[src/rtl/block_chain.sv]
// block_chain: handshake-to-handshake elastic buffer.
// Upstream pushes are accepted on a req_in/ack_out handshake, buffered in a
// small circular store, and offered downstream one at a time on req_out/ack_in.
// PHASE selects transition (2) or return-to-zero (4) signalling on both sides.
module block_chain #(
    parameter int DATA_WIDTH  = 3,
    parameter int DEPTH       = 4,
    parameter int PHASE       = 2,
    parameter int SYNC_STAGES = 2
) (
    input  logic                         clk,
    input  logic                         rst_n,
    input  logic                         req_in,
    output logic                         ack_out,
    input  logic [DATA_WIDTH-1:0]        data_in,
    output logic                         req_out,
    input  logic                         ack_in,
    output logic [DATA_WIDTH-1:0]        data_out,
    output logic [$clog2(DEPTH+1)-1:0]   count
);

    localparam int CW = $clog2(DEPTH + 1);
    localparam int PW = $clog2(DEPTH);

    logic rs;
    logic as;

    generate
        if (SYNC_STAGES == 0) begin : g_nosync
            assign rs = req_in;
            assign as = ack_in;
        end else begin : g_sync
            logic [SYNC_STAGES-1:0] req_sync_q, req_sync_d;
            logic [SYNC_STAGES-1:0] ack_sync_q, ack_sync_d;

            // Shift chain: stage 0 samples the pin, the last stage is used.
            always_comb begin
                req_sync_d    = req_sync_q;
                ack_sync_d    = ack_sync_q;
                req_sync_d[0] = req_in;
                ack_sync_d[0] = ack_in;
                for (int i = 1; i < SYNC_STAGES; i++) begin
                    req_sync_d[i] = req_sync_q[i-1];
                    ack_sync_d[i] = ack_sync_q[i-1];
                end
            end

            // Synchroniser flops, cleared by reset so no stray edge is seen.
            always_ff @(posedge clk or negedge rst_n) begin
                if (!rst_n) begin
                    req_sync_q <= '0;
                    ack_sync_q <= '0;
                end else begin
                    req_sync_q <= req_sync_d;
                    ack_sync_q <= ack_sync_d;
                end
            end

            assign rs = req_sync_q[SYNC_STAGES-1];
            assign as = ack_sync_q[SYNC_STAGES-1];
        end
    endgenerate

    logic                  ack_out_q, ack_out_d;
    logic                  req_out_q, req_out_d;
    logic                  busy_q, busy_d;
    logic [DATA_WIDTH-1:0] data_out_q, data_out_d;
    logic [CW-1:0]         count_q, count_d;
    logic [PW-1:0]         wr_ptr_q, wr_ptr_d;
    logic [PW-1:0]         rd_ptr_q, rd_ptr_d;
    logic [DATA_WIDTH-1:0] mem_q [DEPTH];

    logic push_pend;
    logic ack_clr;
    logic pop;
    logic idle;
    logic offer;
    logic push;

    // Handshake decode and next-state for both sides of the buffer.
    // busy_q marks an outstanding downstream offer; in PHASE 2 it is what
    // tells "acknowledged" apart from "never requested" when req_out==as.
    always_comb begin
        push_pend = (PHASE == 4) ? (rs && !ack_out_q) : (rs != ack_out_q);
        ack_clr   = (PHASE == 4) && !rs && ack_out_q;
        pop       = busy_q && ((PHASE == 4) ? as : (as == req_out_q));
        idle      = !busy_q && ((PHASE == 4) ? !as : (req_out_q == as));
        offer     = idle && (count_q != '0);
        push      = push_pend && ((count_q < CW'(DEPTH)) || pop);

        ack_out_d  = ack_out_q;
        req_out_d  = req_out_q;
        busy_d     = busy_q;
        data_out_d = data_out_q;
        wr_ptr_d   = wr_ptr_q;
        rd_ptr_d   = rd_ptr_q;
        count_d    = count_q + CW'(push) - CW'(pop);

        if (push) begin
            ack_out_d = (PHASE == 4) ? 1'b1 : !ack_out_q;
            wr_ptr_d  = (wr_ptr_q == PW'(DEPTH - 1)) ? '0 : wr_ptr_q + PW'(1);
        end else if (ack_clr) begin
            ack_out_d = 1'b0;
        end

        if (offer) begin
            req_out_d  = (PHASE == 4) ? 1'b1 : !req_out_q;
            data_out_d = mem_q[rd_ptr_q];
            busy_d     = 1'b1;
        end else if (pop) begin
            if (PHASE == 4) req_out_d = 1'b0;
            busy_d   = 1'b0;
            rd_ptr_d = (rd_ptr_q == PW'(DEPTH - 1)) ? '0 : rd_ptr_q + PW'(1);
        end
    end

    // Control and output registers.
    always_ff @(posedge clk or negedge rst_n) begin
        if (!rst_n) begin
            ack_out_q  <= 1'b0;
            req_out_q  <= 1'b0;
            busy_q     <= 1'b0;
            data_out_q <= '0;
            count_q    <= '0;
            wr_ptr_q   <= '0;
            rd_ptr_q   <= '0;
        end else begin
            ack_out_q  <= ack_out_d;
            req_out_q  <= req_out_d;
            busy_q     <= busy_d;
            data_out_q <= data_out_d;
            count_q    <= count_d;
            wr_ptr_q   <= wr_ptr_d;
            rd_ptr_q   <= rd_ptr_d;
        end
    end

    // Payload store; contents are don't-care after reset, so no reset here.
    always_ff @(posedge clk) begin
        if (push) mem_q[wr_ptr_q] <= data_in;
    end

    assign ack_out  = ack_out_q;
    assign req_out  = req_out_q;
    assign data_out = data_out_q;
    assign count    = count_q;

endmodule

[config.mk]
export PLATFORM = sky130hd
export DESIGN_NAME = block_chain
export DESIGN_NICKNAME = d
export VERILOG_FILES = /design/src/rtl/block_chain.sv
export SDC_FILE = /design/constraint.sdc
export NUM_CORES = 1
export LEC_CHECK = 0
export ABC_AREA = 1
export CAP_MARGIN = 20
export CORE_ASPECT_RATIO = 1.4
export CORE_MARGIN = 2
export CORE_UTILIZATION = 54
export CTS_CLUSTER_DIAMETER = 120
export DETAILED_ROUTE_END_ITERATION = 16
export GPL_ROUTABILITY_DRIVEN = 0
export PLACE_DENSITY = 0.75
export SLEW_MARGIN = 15
export SYNTH_ARGS = -nofsm -noshare
export SYNTH_HDL_FRONTEND = slang
export SYNTH_SLANG_ARGS = --single-unit
[constraint.sdc]
create_clock -name clk -period 2.15 [get_ports clk]
set_input_delay 0.215 -clock clk [delete_from_list [all_inputs] [get_ports clk]]
set_output_delay 0.215 -clock clk [all_outputs]
set_load 0.03 [all_outputs]
# [After elaboration in Yosys (flattened, before gate mapping)]
# Memory sizes are Yosys's and may differ from the RTL's. A register that Yosys moved wholly into a read port is not among the register bits.
# Cells that the tools add are included.
[word_totals] ram_bits=12 memories=1 register_bits=14 out_inout_bits=8 in_bits=7 elab_cells=38
[op_classes] muxes=6 n_addsub=4 eq_ne=5 n_bitwise=1 n_reduce_logical=12 order_cmp=1
[mem_list] name="mem_q" words=4 word_bits=3 read_ports=1 rd_ports_with_merged_regs=1 write_ports=1 line="71" text="logic [DATA_WIDTH-1:0] mem_q [DEPTH];"
[op_table] cell="adder 2 x 1 -> 2 bit (second input constant)" n=2
[op_table] cell="== test 2 bit (second input constant)" n=2
[op_table] cell="logical AND 1 bit" n=4
[op_table] cell="zero test 1 bit" n=4
[op_table] cell="two-way mux 1 bit" n=4
[op_table] cell="two-way mux 2 bit" n=2
[op_table] cell="adder 3 x 1 -> 3 bit" n=1
[op_table] cell="< comparator 3 bit (second input constant)" n=1
[op_table] cell="nonzero test 3 bit" n=1
[op_table] cell="subtractor 3 x 1 -> 3 bit" n=1
[op_table] cell="== test 1 bit" n=2
[op_table] cell="AND reduction 2 bit" n=1
[op_table] cell="nonzero test 2 bit" n=1
[op_table] cell="logical OR 1 bit" n=1
[op_table] cell="inequality test 1 bit" n=1
[op_table] cell="inverter 1 bit" n=1

# [Longest topological paths before layout]
[logic_depth] ltp_word=6 ltp_mapped=10 depth_no_buf=10

# [Worst setup path before layout]
# OpenSTA, ideal clock, no wires.
[synth_timing] path_kind="register to register" from="register req_out_q (netlist: req_out)" to="register count_q[2] (netlist: count[2])" t_arrival_ns=1.801 t_required_ns=2.021 period_less_slack_ns=1.930 setup_ns=0.129 setup_slack_ns=0.220 n_path_buf=0 path_stages_with_launch=11 path_cell_list="dfrtp_1 inv_2 nand2_1 nand3_2 nand2_2 nand2_4 nand2_2 nand2_1 ha_1 fa_1 xor2_1"
[synth_via] elab_chain_len=6
[synth_rtl] element="start, declared" line="65" text="logic req_out_q, req_out_d;"
[synth_rtl] element="start signal, assigned" line="129" text="req_out_q <= req_out_d;"
[synth_rtl] element="== test 1 bit *" line="86" text="pop = busy_q && ((PHASE == 4) ? as : (as == req_out_q));"
[synth_rtl] element="logical AND 1 bit *" line="86"
[synth_rtl] element="logical OR 1 bit" line="89" text="push = push_pend && ((count_q < CW'(DEPTH)) || pop);"
[synth_rtl] element="logical AND 1 bit" line="89"
[synth_rtl] element="adder 3 x 1 -> 3 bit" line="97" text="count_d = count_q + CW'(push) - CW'(pop);"
[synth_rtl] element="subtractor 3 x 1 -> 3 bit *" line="97"
[synth_rtl] element="via count_d[2]" line="68" text="logic [CW-1:0] count_q, count_d;"
[synth_rtl] element="end signal, assigned" line="132" text="count_q <= count_d;"
[synth_rtl] element="end, declared" line="68"
# Mark *: on every way through the listed nets, which the timed path passes. The rest lies on a longest branch.
# A chain may end at the register's enable or synchronous reset.

# [Worst setup path after layout]
# Same ends and word-level chain as after synthesis.

==> results.yml <==
cts:
  h-tree-depth: 2
  clk_latency_ns: 0.32
  hold_buffers: 0
  cts.sinks: 29
  numCtsBuffers: 5
  post_cts_buffers: 0
  cts_tree: "yes"
  cts_resized: 0
  cts_root_buffer: "clkbuf_4"
  clk_pin_slew_ns: 0.09
  clockBufferDepth: 2
detailed_routing:
  vias: 818
  dr.pass1.iters: 4
  vias_per_cell: 4.99
  drt-initial-drc-count: 9
  routed_wl_um: 1960
  drc_errors: 0
  final_antenna_net_count: 0
  routedWlPerCell_um: 12.0
cells_and_area:
  area_delta_synth_final_pct: 17.2
  final_nets: 155
  antenna_cells: 0
  fin_util_pct: 67.9
  drive_gt1_share_pct: 13.4
synthesis:
  synth_fp_nets: 134
  ys_types: 19
  ys_ff_latch: 29
  syn-cell-area_sq_mm: 0.00128
  synth_top_area_share_pct: 33.3
  synth_cells: 120
  ys_seq_area_share_pct: 61.6
  syn_area_per_cell_sq_um: 10.6
  ys.warnings.count: 0
  synth_top_area_cell: "dfrtp_1"
  synth_area_leaders: "dfrtp_1 (33%), edfxtp_1 (28%), nand2_1 (8.2%)"
worst_hold_path:
  worstHoldPathCells: 1
  hold_path_class: "in -> reg"
floorplan:
  die_h_um: 61.5
  initial_core_util_pct: 58.0
  die_w_um: 45.1
  io_pins: 15
  rows: 20
  dieArea_sq_mm: 0.00277
  fp.coreArea_sq_mm: 0.00220
placed_design:
  dp_slack_ns: 0.270
  dp_hpwl_um: 1570
  io_buffers: 14
critical_path:
  crit_path_max_incr_delay_ns: 0.42
  critPathKind: "reg -> reg"
  cp.required_ns: 2.35
  crit_fanout: 7
  crit_slowest_cell: "dfrtp_1"
  end_kind: "flop"
  r2r_cells: 9
  cp_top_family: "simple AND/OR/NAND/NOR gates"
  cp-start-kind: "flop"
  crit_cells: 9
  cp_cell_sequence: "nand2_1, nand3_2, nand2_2, nand2_4, nand2_2, nand2_1, ha_1, fa_1, xor2_1"
  arrival_ns: 2.08
  crit_buf_inv: 0
timing:
  fmax_mhz: 533
  worst_pin_slew_ns: 0.763
  slew_violations: 0
  setup_viol: 0
  relSlewSlack_pct: 49.0
  min_period_ns: 1.88
  min_period_over_period_pct: 87.3
  setup_ws_ns: 0.272
  hold_violations: 0
  whs_ns: 0.334
  skew_ns: 0.00549
  tns_ns: 0
  rsz0062_at_grt: "no"
global_routing:
  grt_pass1_vias: 778
  grt_util_all_layers_pct: 17.4
  grt-ovfl-total: 0
  grt_max_degree: 18
  grt_pass1_wl_um: 3280
  antenna_found_initial: 0
pwr:
  p_comb_share_pct: 46.0
  p_seq_share_pct: 40.8
  power.switching_w: 0.000957
  sw_frac_of_total_pct: 42.4
  leakagePower_nw: 0.683
  power.density_mw_per_mm2: 1510
  ir_drop_mv: 0.893
  power_frac_clock_pct: 13.2
  intPower_w: 0.00130
job:
  max-cap-violations: 0
status:
  status: "complete, no violations"
-- cells in the final DEF, fill, tap and decap left out --
| cell type | Yosys | final |
|---|---|---|
| clkbuf_4 | 0 | 5 |
| or2_0 | 3 | 3 |
| clkbuf_1 | 0 | 1 |
| clkdlybuf4s50_1 | 0 | 14 |
| nand2_2 | 2 | 2 |
| edfxtp_1 | 12 | 12 |
| xnor2_1 | 1 | 1 |
| inv_1 | 10 | 10 |
| xor2_1 | 1 | 1 |
| fa_1 | 1 | 1 |
| nand2_4 | 2 | 2 |
| o21ai_0 | 4 | 4 |
| inv_2 | 5 | 5 |
| xor2_2 | 1 | 1 |
| nand3_2 | 1 | 1 |
| clkinv_2 | 0 | 2 |
| ha_1 | 6 | 6 |
| nor2_1 | 16 | 16 |
| o21ai_1 | 5 | 5 |
| nand2_1 | 28 | 28 |
| nor2_4 | 1 | 1 |
| nand3_1 | 4 | 4 |
| dfrtp_1 | 17 | 17 |
-- cells in the mapped netlist, drive strengths merged --
cell    instances
xnor2           1
or2             3
nand3           5
fa              1
ha              6
inv            15
o21ai           9
dfrtp          17
nor2           17
edfxtp         12
nand2          32
xor2            2
-- metrics by stage --
stage | total power [W] | std cells | area [sq um]
after floorplan | 0.00165 | 120 | 1280
after global placement | 0.00194 | 156 | 1440
after detailed placement | 0.00199 | 156 | 1440
after CTS | 0.00230 | 164 | 1500
after global routing | 0.00246 | 164 | 1500
final | 0.00226 | 164 | 1500
-- worst register-to-register path, delay by kind of cell, from the launching register on --
kind | cells | cell delay, ns
and+or+nand+nor | 6 | 0.62
adders and majority gates | 2 | 0.57
DFF | 1 | 0.42
xor gates and xnor gates | 1 | 0.17
-- layer usage --
layer	routed length [um]	vias up	share of wire [%]	GRT usage (%)
met4	25	0	1.3	6.30
li1	-	420	-	-
met5	0	-	0	0
met1	798	384	41	17.6
met3	69	3	3.5	7.04
met2	1070	11	55	31.4
-- logic make-up (layout without fill, tap and decap cells) --
logic type	count (synthesis)	count (layout)	synth area share (%)
simple gates	57	57	20.4
flops	29	29	61.6
buf+inv	15	37	4.41
compound gates	9	9	3.53
fa+ha+maj	7	7	7.45
xor+xnor	3	3	2.65
-- power groups by stage --
stage	clock [W]	sequential (W)	combinational, W
4_1_cts	0.000315	0.000923	0.00106
5_1_grt	0.000340	0.000942	0.00118
6_report	0.000298	0.000921	0.00104
3_3_place_gp	0	0.000927	0.00101
3_5_place_dp	0	0.000936	0.00105
2_1_floorplan	0	0.00105	0.000596
-- final cells by class --
cell class                      instances  area (sq um)
Tap cell                               22          27.5
Fill cell                             183           707
Clock buffer                            6          41.3
Clock inverter                          2          10.0
Multi-Input combinational cell         76           434
Timing Repair Buffer                   14           140
Inverter                               15          56.3
Sequential cell                        29           786
-- final timing paths --
kind / endpoint / slack [ns] / start
setup / recovery: count[2] / 0.27 / req_out
hold / removal: g_sync.ack_sync_q[0] / 0.33 / ack_in
setup reg to reg: count[2] / 0.27 / req_out
hold reg to reg: g_sync.req_sync_q[1] / 0.36 / g_sync.req_sync_q[0]
max in group asynchronous: g_sync.req_sync_q[0] / 1.33 / rst_n
min in group asynchronous: busy_q / 0.34 / rst_n
-- sequential cells by signal (all words and copies together), names as in the netlist --
name               cells
data_out               3
rd_ptr_q               2
count                  3
mem_q                 12
req_out                1
ack_out                1
g_sync.ack_sync_q      2
busy_q                 1
g_sync.req_sync_q      2
wr_ptr_q               2
Note: power is estimated with default switching activity, not from simulation.
